<file path="src/rtl/if_stage_pkg.sv">
`default_nettype none
// ============================================================================
// Module  : if_stage_pkg
// Brief   : Shared widths, constants and fetch FSM type for the LEGv8 fetch
//           stage and the pipeline registers that reuse if_id_reg.
// Revision: 1.0  initial release
// ============================================================================
package if_stage_pkg;

  // Datapath widths (match the WORD / INST_SIZE widths used across the core)
  localparam int WORD_W = 64;
  localparam int INST_W = 32;

  // Fetch controller states
  typedef enum logic [1:0] {
    BOOT = 2'd0,
    RUN  = 2'd1,
    TRAP = 2'd2
  } fetch_state_t;

  // LEGv8 NOP encoding, used as the bubble instruction
  localparam logic [INST_W-1:0] NOP_INST = 32'hD503201F;

  // Sequential fetch stride in bytes
  localparam logic [WORD_W-1:0] PC_INCR = 64'd4;

  // A fetch address is illegal when it is not word aligned or lies past the
  // end of instruction memory.
  function automatic logic pc_fault(input logic [WORD_W-1:0] pc,
                                    input logic [WORD_W-1:0] limit);
    return (pc[1:0] != 2'b00) || (pc >= limit);
  endfunction

endpackage : if_stage_pkg
`default_nettype wire

</file>
<file path="src/rtl/if_id_reg.sv">
`default_nettype none
// ============================================================================
// Module  : if_id_reg
// Brief   : Generic IF/ID-style pipeline register with hold and flush.
//           Flush beats hold; hold keeps every field; otherwise the inputs
//           are captured.
// Revision: 1.0  initial release
// ============================================================================
module if_id_reg
  import if_stage_pkg::*;
(
  input  logic              clk,
  input  logic              rst_n,
  input  logic              hold,
  input  logic              flush,
  input  logic              in_valid,
  input  logic [WORD_W-1:0] in_pc,
  input  logic [INST_W-1:0] in_inst,
  output logic              valid,
  output logic [WORD_W-1:0] pc,
  output logic [INST_W-1:0] inst
);

  // Pipeline register: reset/flush inserts a bubble, hold freezes contents
  always_ff @(posedge clk or negedge rst_n) begin
    if (!rst_n) begin
      valid <= 1'b0;
      pc    <= '0;
      inst  <= NOP_INST;
    end else if (flush) begin
      valid <= 1'b0;
      pc    <= '0;
      inst  <= NOP_INST;
    end else if (!hold) begin
      valid <= in_valid;
      pc    <= in_pc;
      inst  <= in_inst;
    end
  end

endmodule : if_id_reg
`default_nettype wire

</file>
<file path="src/rtl/if_stage.sv">
`default_nettype none
// ============================================================================
// Module  : if_stage
// Brief   : LEGv8 instruction-fetch stage. Owns the PC, drives it to the
//           combinational instruction memory and captures the returned word
//           into IF/ID. Handles stalls, redirect+flush and traps on illegal
//           fetch addresses (misaligned or beyond instruction memory).
// Revision: 1.0  initial release
// ============================================================================
module if_stage
  import if_stage_pkg::*;
#(
  parameter logic [WORD_W-1:0] RESET_PC   = 64'd0,
  parameter int                IMEM_BYTES = 4096
) (
  input  logic              clk,
  input  logic              rst_n,
  input  logic              stall,
  input  logic              redirect,
  input  logic [WORD_W-1:0] redirect_pc,
  output logic [WORD_W-1:0] imem_pc,
  input  logic [INST_W-1:0] imem_inst,
  output logic              if_id_valid,
  output logic [WORD_W-1:0] if_id_pc,
  output logic [INST_W-1:0] if_id_inst,
  output logic              fetch_err
);

  localparam logic [WORD_W-1:0] IMEM_LIMIT = WORD_W'(IMEM_BYTES);

  fetch_state_t      state;
  logic [WORD_W-1:0] pc;
  logic              fault;
  logic              reg_hold;
  logic              reg_flush;

  // Faults are judged on the PC currently held, so a bad redirect target is
  // loaded first and trapped on the following edge without ever being fetched.
  assign fault   = pc_fault(pc, IMEM_LIMIT);
  assign imem_pc = pc;

  // IF/ID control: only RUN moves the register; a fault or redirect flushes it.
  // BOOT and TRAP hold the bubble that reset or the fault flush left behind.
  always_comb begin
    reg_hold  = 1'b1;
    reg_flush = 1'b0;
    if (state == RUN) begin
      if (fault || redirect) begin
        reg_flush = 1'b1;
      end else if (!stall) begin
        reg_hold = 1'b0;
      end
    end
  end

  // PC and fetch controller: priority fault > redirect > stall > sequential
  always_ff @(posedge clk or negedge rst_n) begin
    if (!rst_n) begin
      state     <= BOOT;
      pc        <= RESET_PC;
      fetch_err <= 1'b0;
    end else begin
      case (state)
        BOOT: begin
          state <= RUN;
        end
        RUN: begin
          if (fault) begin
            // pc keeps the faulting value for debug
            state     <= TRAP;
            fetch_err <= 1'b1;
          end else if (redirect) begin
            pc <= redirect_pc;
          end else if (!stall) begin
            pc <= pc + PC_INCR;
          end
        end
        TRAP: begin
          fetch_err <= 1'b1;
        end
        default: begin
          // Unreachable encoding: park safely in the trap state
          state     <= TRAP;
          fetch_err <= 1'b1;
        end
      endcase
    end
  end

  if_id_reg u_if_id_reg (
    .clk      (clk),
    .rst_n    (rst_n),
    .hold     (reg_hold),
    .flush    (reg_flush),
    .in_valid (1'b1),
    .in_pc    (pc),
    .in_inst  (imem_inst),
    .valid    (if_id_valid),
    .pc       (if_id_pc),
    .inst     (if_id_inst)
  );

endmodule : if_stage
`default_nettype wire
</file>
<file path="config.mk">
export PLATFORM = sky130hd
export DESIGN_NAME = if_stage
export DESIGN_NICKNAME = d
export VERILOG_FILES = /design/src/rtl/if_stage_pkg.sv /design/src/rtl/if_id_reg.sv /design/src/rtl/if_stage.sv
export SDC_FILE = /design/constraint.sdc
export NUM_CORES = 1
export LEC_CHECK = 0
export CORE_ASPECT_RATIO = 0.5
export CORE_UTILIZATION = 50
export DETAILED_ROUTE_END_ITERATION = 8
export DONT_BUFFER_PORTS = 1
export GPL_ROUTABILITY_DRIVEN = 0
export GPL_TIMING_DRIVEN = 0
export HOLD_SLACK_MARGIN = 0.12
export SLEW_MARGIN = 0
export SYNTH_ARGS = -nofsm -noshare
export SYNTH_HDL_FRONTEND = slang
export SYNTH_SLANG_ARGS = --single-unit
</file>
<file path="constraint.sdc">
create_clock -name clk -period 4.6 [get_ports clk]
set_clock_uncertainty 0.15 [all_clocks]
set_input_delay 0.46 -clock clk [delete_from_list [all_inputs] [get_ports clk]]
set_output_delay 0.46 -clock clk [all_outputs]
set_load 0.02 [all_outputs]
</file>
==> results.sh <==
export IMPL_outcome="finished clean"
export IMPL_wire_per_inst_um=21.2
export IMPL_core_um2=11400
export IMPL_numCtsBuffers=17
export IMPL_drtIter0Drc=290
export IMPL_wl_met3_mm=1.63
export IMPL_placed_area_um2=6220
export IMPL_max_cap_violations=0
export IMPL_grt_overflow_total=0
export IMPL_clock_latency_ns=0.42
export IMPL_postRouteAntennaNets=0
export IMPL_max_slew_margin_pct=46.4
export IMPL_grt_pass1_vias=4446
export IMPL_hold_viol_final=0
export IMPL_cts_setup_buffers=0
export IMPL_clkTransAtPathRegs_ns=0.07
export IMPL_syn_mean_instance_area_um2=13.3
export IMPL_clock_sinks=164
export IMPL_drive_above_1_share_pct=11.8
export IMPL_antenna_found_initial=0
export IMPL_synthCells=454
export IMPL_cts_resized=0
export IMPL_synth_edf_count=0
export IMPL_yosysSeqAreaShare_pct=68.4
export IMPL_cts_tree="done"
export IMPL_diodes=0
export IMPL_tightest_slew_ns=0.804
export IMPL_drc_errors=0
export IMPL_cts_root_buf="clkbuf_16"
export IMPL_num_rows=27
export IMPL_critical_path_peak_fanout=10
export IMPL_nets=665
export IMPL_synth_warnings=0
export IMPL_timing_final_crit_share_pct=60.5
export IMPL_first_pass_iters=5
export IMPL_finalSetupViolations=0
export IMPL_ys_top_cells_by_area="dfrtp_1, a21o_1, and2_1"
export IMPL_synth_top_area_cell="dfrtp_1"
export IMPL_grt_max_degree=165
export IMPL_synth_area_um2=6020
export IMPL_dpl_hpwl_mm=10.5
export IMPL_finalWirelength_mm=15.6
export IMPL_fp_dieW_um=157
export IMPL_powerDensity_nw_per_um2=413
export IMPL_h_tree_depth=4
export IMPL_cp_start_kind="register"
export IMPL_top_layer_used="met4"
export IMPL_finalInstanceArea_um2=7770
export IMPL_die_area_um2=12500
export IMPL_vias=4196
export IMPL_hold_class="in -> reg"
export IMPL_worst_slack_ns=1.82
export IMPL_area_growth_pct=29.0
export IMPL_criticalPathCategory="reg -> reg"
export IMPL_port_buffers=0
export IMPL_synth_net_count=556
export IMPL_fin_setup_tns_ns=0
export IMPL_dieHeight_um=79.6
export IMPL_slew_viol_final=0
export IMPL_ys_ff_latch=164
export IMPL_end_kind="register"
export IMPL_initial_utilization_pct=53.1
export IMPL_placed_cells=613
export IMPL_place_ws_ns=1.82
export IMPL_viasPerCell=5.71
export IMPL_track_usage_pct=25.5
export IMPL_peakVddDrop_uv=223
export IMPL_yosysUniqueCellTypes=39
export IMPL_ios=262
export IMPL_grt_pass1_wl_mm=23.9
export IMPL_max_freq_mhz=359
export IMPL_yosys_area_top_type_share_pct=62.7
export IMPL_required_ns=4.80
export IMPL_clk_path_buf_depth=2
export IMPL_min_period_ns=2.78
export IMPL_fin_cells=735
export IMPL_wl_met2_mm=7.71
export IMPL_ys_async_sr_fraction_pct=100
export IMPL_cellLeakagePower_nw=3.91
export IMPL_rsz0062_at_grt="false"
export IMPL_cp_arrival_ns=2.99
export IMPL_synth_ff_type="dfrtp_1"
export IMPL_wl_met1_mm=5.95
## layout by cell type, fill, tap and decap left out, drive strengths merged, types with 2 or more instances in the layout
master and instances:
clkbuf 27, a21o 53, a22o 29, nor2 2
nand3 7, a21oi 12, o21ai 10, or2 2
dlygate4sd3 89, ha 2, dfstp 13, o31ai 2
and2 57, bufinv 3, dfrtp 151, o22ai 3
and4 2, or3 2, nand2 16, a31oi 6
buf 20, nand4 7, or4 3, o22a 13
a2bb2oi 3, inv 16, nor4 14
## report_power, final
part           internal (W)  total (W)  switching (W)
combinational     0.0000805   0.000147      0.0000668
sequential          0.00147    0.00155      0.0000800
clock              0.000891    0.00151       0.000619
## worst paths after layout
path | end | slack (ns) | from | depth (start not counted)
hold / removal | imem_pc[13]$_DFFE_PN0P_ | 0.14 | redirect_pc[13] | 3
min in group asynchronous | imem_pc[50]$_DFFE_PN0P_ | 0.54 | rst_n | 2
hold reg to reg | state[1]$_DFFE_PN0P_ | 0.35 | state[1]$_DFFE_PN0P_ | 1
max in group asynchronous | u_if_id_reg.pc[39]$_DFFE_PN0P_ | 3.14 | rst_n | 2
setup reg to reg | u_if_id_reg.pc[23]$_DFFE_PN0P_ | 1.82 | imem_pc[12]$_DFFE_PN0P_ | 7
setup / recovery | u_if_id_reg.pc[23]$_DFFE_PN0P_ | 1.82 | imem_pc[12]$_DFFE_PN0P_ | 7
## state kept, by name, summed over array words and instances (netlist names)
name / count
imem_pc: 64
u_if_id_reg.pc: 64
u_if_id_reg.inst: 32
state: 2
fetch_err: 1
u_if_id_reg.valid: 1
## cells in the mapped netlist, drive strengths merged (3+ instances only)
cell type	number
o21ai	10
a2bb2oi	3
inv	8
clkbuf	8
buf	19
dfstp	13
dfrtp	151
o22a	13
a21o	53
a22o	29
or4	3
o22ai	3
and2	57
nand4	7
nand2	16
a21oi	12
nor4	14
a31oi	6
nand3	7
## critical path, stage by stage (launching register included)
cell,delay [ns]
dfrtp_1,0.50
nor4_1,0.44
nand4_1,0.24
or4_4,0.61
o21ai_2,0.22
buf_4,0.21
buf_2,0.19
and2_1,0.16
## layer usage
layer,global-route usage (%),up-vias
met4,10.5,0
met2,43.4,214
met5,0,-
met3,10.7,30
met1,28.6,2100
li1,-,1852
## per-stage QoR
stage          hold slack [ns]  utilization, %  total power, W
2_1_floorplan           0.0144               -         0.00161
3_3_place_gp            0.0173            54.8         0.00163
3_5_place_dp            0.0164            54.8         0.00163
4_1_cts                  0.128            68.4         0.00322
5_1_grt                  0.136            68.4         0.00331
6_report                 0.140            68.4         0.00321
## repair_timing
item                                    CTS  global route
endpoints found under the setup margin    0             0
hold endpoints to repair                252             0
hold buffers                             90             0
## layout make-up
class / instances / area (um^2)
Tap cell: 159 / 199
Fill cell: 823 / 3580
Timing Repair Buffer: 90 / 918
Clock buffer: 19 / 443
Sequential cell: 164 / 4120
Buffer: 27 / 129
Inverter: 8 / 30.0
Clock inverter: 13 / 184
Multi-Input combinational cell: 255 / 1740
## logic make-up (layout without fill, tap and decap cells)
family	Yosys count	count (layout)	share of synthesized area (%)
compound gates	137	137	17.1
fa+ha+maj	2	2	0.415
buf+inv	35	157	2.64
flops	164	164	68.4
mux	1	1	0.166
simple gates	115	115	11.2
(Power assumes the default switching activity.)
